### src/rtl/tap_delay_line.sv
// ---------------------------------------------------------------------------
// tap_delay_line
//
// Shift-register delay line of DEPTH stages. Each stage carries WIDTH data
// bits plus a valid bit. Any tap (0 = live input, k = stage k) can be read
// out through a select mux.
//
// Optional feature (compile-time macro):
//   TAP_DELAY_LINE_OUT_REG_EN  - register q/q_valid after the tap mux.
//                                This adds one cycle of latency.
//                                Without the macro the mux is purely
//                                combinational.
//
// Parameters:
//   WIDTH  data width (1..64)
//   DEPTH  number of stages (1..16)
//
// Ports:
//   clk         sole clock, rising edge
//   resetn      asynchronous active-low reset
//   en          shift enable
//   flush       synchronous clear of all stages and valid bits (beats en)
//   d, d_valid  input sample and its qualifier (tap 0)
//   sel         tap select, 0..DEPTH; larger values read as 0 and set sel_err
//   q, q_valid  selected tap data and valid bit
//   fill_count  number of stages currently holding valid data
//   sel_err     sticky out-of-range select flag; cleared only by reset
// ---------------------------------------------------------------------------
module tap_delay_line #(
    parameter int  WIDTH = 8,
    parameter int  DEPTH = 3,
    localparam int SELW  = $clog2(DEPTH + 1),
    localparam int FCW   = $clog2(DEPTH + 1)
) (
    input  logic             clk,
    input  logic             resetn,
    input  logic             en,
    input  logic             flush,
    input  logic [WIDTH-1:0] d,
    input  logic             d_valid,
    input  logic [SELW-1:0]  sel,
    output logic [WIDTH-1:0] q,
    output logic             q_valid,
    output logic [FCW-1:0]   fill_count,
    output logic             sel_err
);

    // Index 0 holds stage 1, index DEPTH-1 holds stage DEPTH.
    logic [DEPTH-1:0][WIDTH-1:0] stage_data_q,  stage_data_d;
    logic [DEPTH-1:0]            stage_valid_q, stage_valid_d;
    logic [FCW-1:0]              fill_count_q,  fill_count_d;
    logic                        sel_err_q,     sel_err_d;

    logic                        sel_oor;
    logic [WIDTH-1:0]            tap_data;
    logic                        tap_valid;

    // Widen by one bit so the compare is well defined even when every sel
    // code is a legal tap. In that case the compare is simply always false.
    assign sel_oor = ({1'b0, sel} > (SELW + 1)'(DEPTH));

    // Next-state logic for the stages, the fill counter and the error flag.
    always_comb begin
        // NOTE: every signal assigned in this block gets a default first,
        // so no path can leave a value unassigned and infer a latch.
        stage_data_d  = stage_data_q;
        stage_valid_d = stage_valid_q;
        fill_count_d  = '0;
        sel_err_d     = sel_err_q | sel_oor;

        if (flush) begin
            stage_data_d  = '0;
            stage_valid_d = '0;
        end else if (en) begin
            stage_data_d[0]  = d;
            stage_valid_d[0] = d_valid;
            for (int k = 1; k < DEPTH; k++) begin
                stage_data_d[k]  = stage_data_q[k-1];
                stage_valid_d[k] = stage_valid_q[k-1];
            end
        end

        // Popcount of the next valid bits. Registering this keeps
        // fill_count consistent with the stages after every edge.
        for (int k = 0; k < DEPTH; k++) begin
            fill_count_d = fill_count_d + FCW'(stage_valid_d[k]);
        end
    end

    // Tap mux. Out-of-range selects fall through to the zero defaults.
    always_comb begin
        tap_data  = '0;
        tap_valid = 1'b0;
        if (sel == '0) begin
            tap_data  = d;
            tap_valid = d_valid;
        end
        for (int k = 1; k <= DEPTH; k++) begin
            if (sel == SELW'(k)) begin
                tap_data  = stage_data_q[k-1];
                tap_valid = stage_valid_q[k-1];
            end
        end
    end

    // The stages are reset as well, because reset must discard any samples
    // still in flight. It is not enough to clear only the valid bits.
    always_ff @(posedge clk or negedge resetn) begin
        if (!resetn) begin
            stage_data_q  <= '0;
            stage_valid_q <= '0;
            fill_count_q  <= '0;
            sel_err_q     <= 1'b0;
        end else begin
            // NOTE: non-blocking assignments, so every stage samples its
            // neighbour's pre-edge value and the shift does not ripple.
            stage_data_q  <= stage_data_d;
            stage_valid_q <= stage_valid_d;
            fill_count_q  <= fill_count_d;
            sel_err_q     <= sel_err_d;
        end
    end

    assign fill_count = fill_count_q;
    assign sel_err    = sel_err_q;

`ifdef TAP_DELAY_LINE_OUT_REG_EN
    // The output register samples the mux every cycle, independent of en.
    logic [WIDTH-1:0] out_data_q,  out_data_d;
    logic             out_valid_q, out_valid_d;

    always_comb begin
        out_data_d  = tap_data;
        out_valid_d = tap_valid;
    end

    always_ff @(posedge clk or negedge resetn) begin
        if (!resetn) begin
            out_data_q  <= '0;
            out_valid_q <= 1'b0;
        end else begin
            out_data_q  <= out_data_d;
            out_valid_q <= out_valid_d;
        end
    end

    assign q       = out_data_q;
    assign q_valid = out_valid_q;
`else
    assign q       = tap_data;
    assign q_valid = tap_valid;
`endif

endmodule

### config.mk
export PLATFORM = sky130hd
export DESIGN_NAME = tap_delay_line
export DESIGN_NICKNAME = d
export VERILOG_FILES = /design/src/rtl/tap_delay_line.sv
export SDC_FILE = /design/constraint.sdc
export NUM_CORES = 1
export LEC_CHECK = 0
export CAP_MARGIN = 20
export CORE_ASPECT_RATIO = 0.6
export CORE_UTILIZATION = 46
export DETAILED_ROUTE_END_ITERATION = 10
export PLACE_DENSITY_LB_ADDON = 0.2
export SLEW_MARGIN = 20
export SYNTH_ARGS = -nofsm -noshare
export SYNTH_HDL_FRONTEND = slang
export SYNTH_SLANG_ARGS = --single-unit
### constraint.sdc
create_clock -name clk -period 1.1 [get_ports clk]
set_input_delay 0.11 -clock clk [delete_from_list [all_inputs] [get_ports clk]]
set_output_delay 0.11 -clock clk [all_outputs]
set_load 0.02 [all_outputs]
# Word level (Yosys, flattened, before mapping)
# Index checks and enable logic that the tools add are counted.
dict set report op_classes {
  addsub 2
  n_eq_ne 3
  reduce_logical 2
  n_mux 12
}
# operator n
set op_table {}
lappend op_table {{two-way mux 24 bit} 2}
lappend op_table {{two-way mux 8 bit} 4}
lappend op_table {{two-way mux 3 bit} 2}
lappend op_table {{== test 2 bit, second input constant} 2}
lappend op_table {{two-way mux 1 bit} 4}
lappend op_table {{adder 1 x 1 -> 2 bit} 1}
lappend op_table {{adder 2 x 1 -> 2 bit} 1}
lappend op_table {{== test 2 x 1 -> 1 bit, second input constant} 1}
lappend op_table {{logical NOT 2 bit} 1}
lappend op_table {{nonzero test 2 bit} 1}
dict set report word_totals {
  wordCells 24
  output_inout_bits 12
  input_bits 15
  register_bits 29
}

# Longest topological paths before layout
dict set report logic_depth {
  ltp_word 5
  ltp_mapped 5
}

# Least setup slack after synthesis
# No wires, ideal clock.
dict set report synth_timing {
  kind {in2reg}
  from {input en}
  to {register fill_count_q[0] (netlist: fill_count[0])}
  setup_ns 0.136
  required_time_ns 0.964
  cell_stages 5
  t_arrival_ns 1.165
  setup_slack_ns -0.201
  path_buffers 2
  path_cell_list {buf_4 -> buf_6 -> mux2i_1 -> nor2_1 -> fa_1}
}
dict set report synth_between {
  elab_chain_len 4
}
# element line_no
set synth_rtl {}
lappend synth_rtl {{from (decl)} 37} ;# input logic en,
lappend synth_rtl {{two-way mux 3 bit} 74} ;# end else if (en) begin
lappend synth_rtl {{two-way mux 3 bit} 71} ;# if (flush) begin
lappend synth_rtl {{named net stage_valid_d[0]} 50} ;# logic [DEPTH-1:0] stage_valid_q, stage_valid_d;
lappend synth_rtl {{adder 1 x 1 -> 2 bit} 86} ;# fill_count_d = fill_count_d + FCW'(stage_valid_d[k]);
lappend synth_rtl {{adder 2 x 1 -> 2 bit} 86}
lappend synth_rtl {{named net fill_count_d[0]} 51} ;# logic [FCW-1:0] fill_count_q, fill_count_d;
lappend synth_rtl {{to (signal assigned)} 119} ;# fill_count_q <= fill_count_d;
lappend synth_rtl {{to (decl)} 51}
# The timed path passes the listed nets, and every way through them passes these cells.
# A chain may end at the register's enable or synchronous reset.

# Worst setup path in the final report
dict set report layout_timing {
  from {register stage_data_q[19] in the netlist's numbering}
  to {output q[3]}
}
dict set report layout_between {
  elab_chain_len 1
}
# element line_no
set layout_rtl {}
lappend layout_rtl {{from (decl)} 49} ;# logic [DEPTH-1:0][WIDTH-1:0] stage_data_q, stage_data_d;
lappend layout_rtl {{from (signal assigned)} 117} ;# stage_data_q <= stage_data_d;
lappend layout_rtl {{two-way mux 8 bit} 99} ;# if (sel == SELW'(k)) begin
lappend layout_rtl {{to (decl)} 42} ;# output logic [WIDTH-1:0] q,
# No other way between the ends.

==> impl_metrics.py <==
metrics = {
    "outcome": {
        "outcome": "finished, violations left",
        "violations": "negative setup slack",
    },
    "sta": {
        "final.setup_skew_ns": 0.006949,
        "fin_crit_ns": 1.408,
        "rsz0062_at_grt": "yes",
        "maxSlewViolCount": 0,
        "hold_viol_final": 0,
        "max_freq_mhz": 710.2,
        "finalSetupViolCount": 11,
        "post-route-period-util_pct": 128.0,
        "totalNegativeSetupSlack_ns": -2.970,
        "setup_ws_ns": -0.3081,
    },
    "placement": {
        "hpwl_mm": 2.010,
        "port_buffers": 25,
        "placedInstanceArea_um2": 1797,
        "place_congestion": 0.7206,
        "dp.cells": 182,
    },
    "layout": {
        "multi_input_area_um2": 641.9,
        "fin_area_um2": 2039,
        "nNetsFinal": 175,
        "final_util_pct": 71.02,
        "nFillCells": 212,
        "layout.cells.non_filler": 202,
        "drive_gt1_share_pct": 39.38,
        "area_growth_pct": 46.06,
        "register_area_um2": 725.7,
        "diodes": 0,
    },
    "grt": {
        "use_met2_pct": 32.78,
        "grt_pass1_wl_mm": 4.940,
        "grt.overflow.total": 0,
        "grt_busiest_layer": "met2",
        "antenna_found_initial": 0,
        "grt_use_total_pct": 21.75,
        "grt_max_degree": 30,
        "grt.met3_usage_pct": 6.378,
        "use_met1_pct": 29.91,
        "grt_pass1_vias": 1053,
    },
    "clock_tree": {
        "cts.sinks": 29,
        "clk-insertion-delay-late_ns": 0.28,
        "tritoncts": "yes",
        "hold_buffers": 0,
        "path_clk_slew_ns": 0.06,
        "ctsLongestPathBuffers": 2,
        "htreeDepth": 2,
        "cts_buffers": 5,
        "root_buffer": "clkbuf_8",
    },
    "synth": {
        "synth_edf_count": 0,
        "synth_seq_area_share_pct": 51.97,
        "synth_area_um2": 1396,
        "synthArstFlopShare_pct": 100.0,
        "synth_area_leaders": "dfrtp_1, mux2i_1, mux4_2",
        "yosys.area.top_type": "dfrtp_1",
        "synth.top_cell.area_share_pct": 51.97,
        "synth.most_common_cell": "dfrtp_1",
        "synth_nets": 119,
        "yosysWarnings": 0,
        "yosys_register_bits": 29,
        "avgSynthCellArea_um2": 13.56,
        "netlist_top_cells_count": "dfrtp_1, mux2i_1, nor2_1, mux4_2, buf_6",
        "synth_cells": 103,
        "synth_ff_type": "dfrtp_1",
        "synth_cell_types": 10,
    },
    "power_and_ir_drop": {
        "finalPower_mw": 2.418,
        "leakagePower_nw": 1.011,
        "max-vdd-ir-drop_uv": 1028,
        "p_per_area_nw_per_um2": 1186,
    },
    "worst_setup_path": {
        "path_cells": "mux4_2, buf_6",
        "worstPathRequired_ns": 0.99,
        "r2r_setup_slack_ns": -0.25,
        "startpoint": "stage_data_q[19]",
        "worst_setup_path_start_kind": "flop",
        "cp_slowest_stage_delay_ns": 0.50,
        "cp_max_fo": 2,
        "reg2reg_depth": 4,
        "cp.buffers_inverters": 1,
        "critPathKind": "flop to output pin",
        "arrival_ns": 1.30,
        "end_kind": "output pin",
        "critPathSlowestCell": "mux4_2",
        "path_delay_family": "multiplexers",
        "timing.rr.start": "stage_valid_q[0]",
        "r2r-end": "fill_count[0]",
    },
    "job": {
        "maxCapViolations": 0,
    },
    "route": {
        "first_iter_violations": 32,
        "dr.pass1.iters": 3,
        "antenna_left": 0,
        "drt-total-wl_mm": 2.996,
        "num_vias": 993,
        "vias_per_cell": 4.916,
        "drcViolationCount": 0,
        "wire_per_inst_um": 14.83,
    },
    "floorplanning": {
        "initial_core_util_pct": 48.63,
        "core_um2": 2872,
        "pin_count": 27,
        "die_h_um": 44.68,
        "dieArea_um2": 3267,
        "rows": 15,
        "die_w_um": 73.13,
    },
    "hold_path": {
        "hp-class": "input pin to asynchronous set/reset pin",
    },
}
==> where the power goes <==
| part | switching [mW] | internal [mW] | total (mW) |
|---|---|---|---|
| Sequential | 0.0202 | 1.11 | 1.13 |
| Clock | 0.380 | 0.448 | 0.829 |
| Combinational | 0.209 | 0.254 | 0.463 |
==> per-stage QoR <==
step | hold slack, ns | setup slack (ns)
2_1_floorplan | -0.1856 | -0.1001
3_3_place_gp | 0.4908 | -0.8388
6_report | 0.2089 | -0.3081
4_1_cts | 0.1960 | -0.3182
5_1_grt | 0.2211 | -0.3452
3_5_place_dp | 0.4919 | -0.8509
==> layout make-up <==
class                      count  area share (%)
clock buffer                   8           3.926
multi-input combinational     65           31.47
sequential                    29           35.58
tap                           42           2.577
timing repair buffer          58           26.44
==> kinds of logic after synthesis <==
family / share of synthesized area (%)
other cells: 0.2686
fa+ha+maj: 1.434
simple gates: 7.258
buf+inv: 5.196
flops: 51.97
mux: 33.87
==> sequential cells by signal (all words and copies together) (netlist names) <==
| name | count |
|---|---|
| stage_valid_q | 3 |
| fill_count | 2 |
| stage_data_q | 24 |
==> cell usage in the layout (no fill, tap or decap) <==
| cell | netlist | final |
|---|---|---|
| clkdlybuf4s15_1 | 0 | 1 |
| nor2_2 | 0 | 2 |
| buf_8 | 0 | 1 |
| buf_12 | 0 | 1 |
| buf_4 | 2 | 27 |
| mux2i_4 | 0 | 2 |
| fa_2 | 0 | 1 |
| nor2_4 | 0 | 1 |
| mux2i_1 | 27 | 24 |
| clkdlybuf4s50_1 | 0 | 11 |
| conb_1 | 1 | 1 |
| nor2_1 | 27 | 24 |
| mux4_2 | 9 | 9 |
| clkbuf_8 | 0 | 5 |
| buf_6 | 4 | 13 |
| dfrtp_1 | 29 | 29 |
| dlygate4sd2_1 | 0 | 4 |
| mux2i_2 | 0 | 1 |
| clkbuf_1 | 0 | 3 |
==> worst max-delay path by stage <==
stage	endpoint	slack, ns	depth (start not counted)
2_1_floorplan	fill_count[0]	-0.10	5
3_3_place_gp	q[0]	-0.84	4
3_5_place_dp	q[0]	-0.85	4
4_1_cts	q[6]	-0.32	2
5_1_grt	q[3]	-0.35	2
6_report	q[3]	-0.31	2
==> timing repair <==
item,CTS,global route
pin swaps,3,3
setup endpoints to repair,37,26
hold endpoints to repair,0,0
gates resized for setup,65,11
setup buffers,8,4
==> metal layers <==
| metal | part of all wire [%] | up-vias |
|---|---|---|
| met3 | 4.2 | 6 |
| met5 | 0 | - |
| met1 | 45 | 500 |
| met4 | 1.4 | 0 |
| li1 | - | 465 |
| met2 | 49 | 22 |
Note: power is estimated with default switching activity, not from simulation.
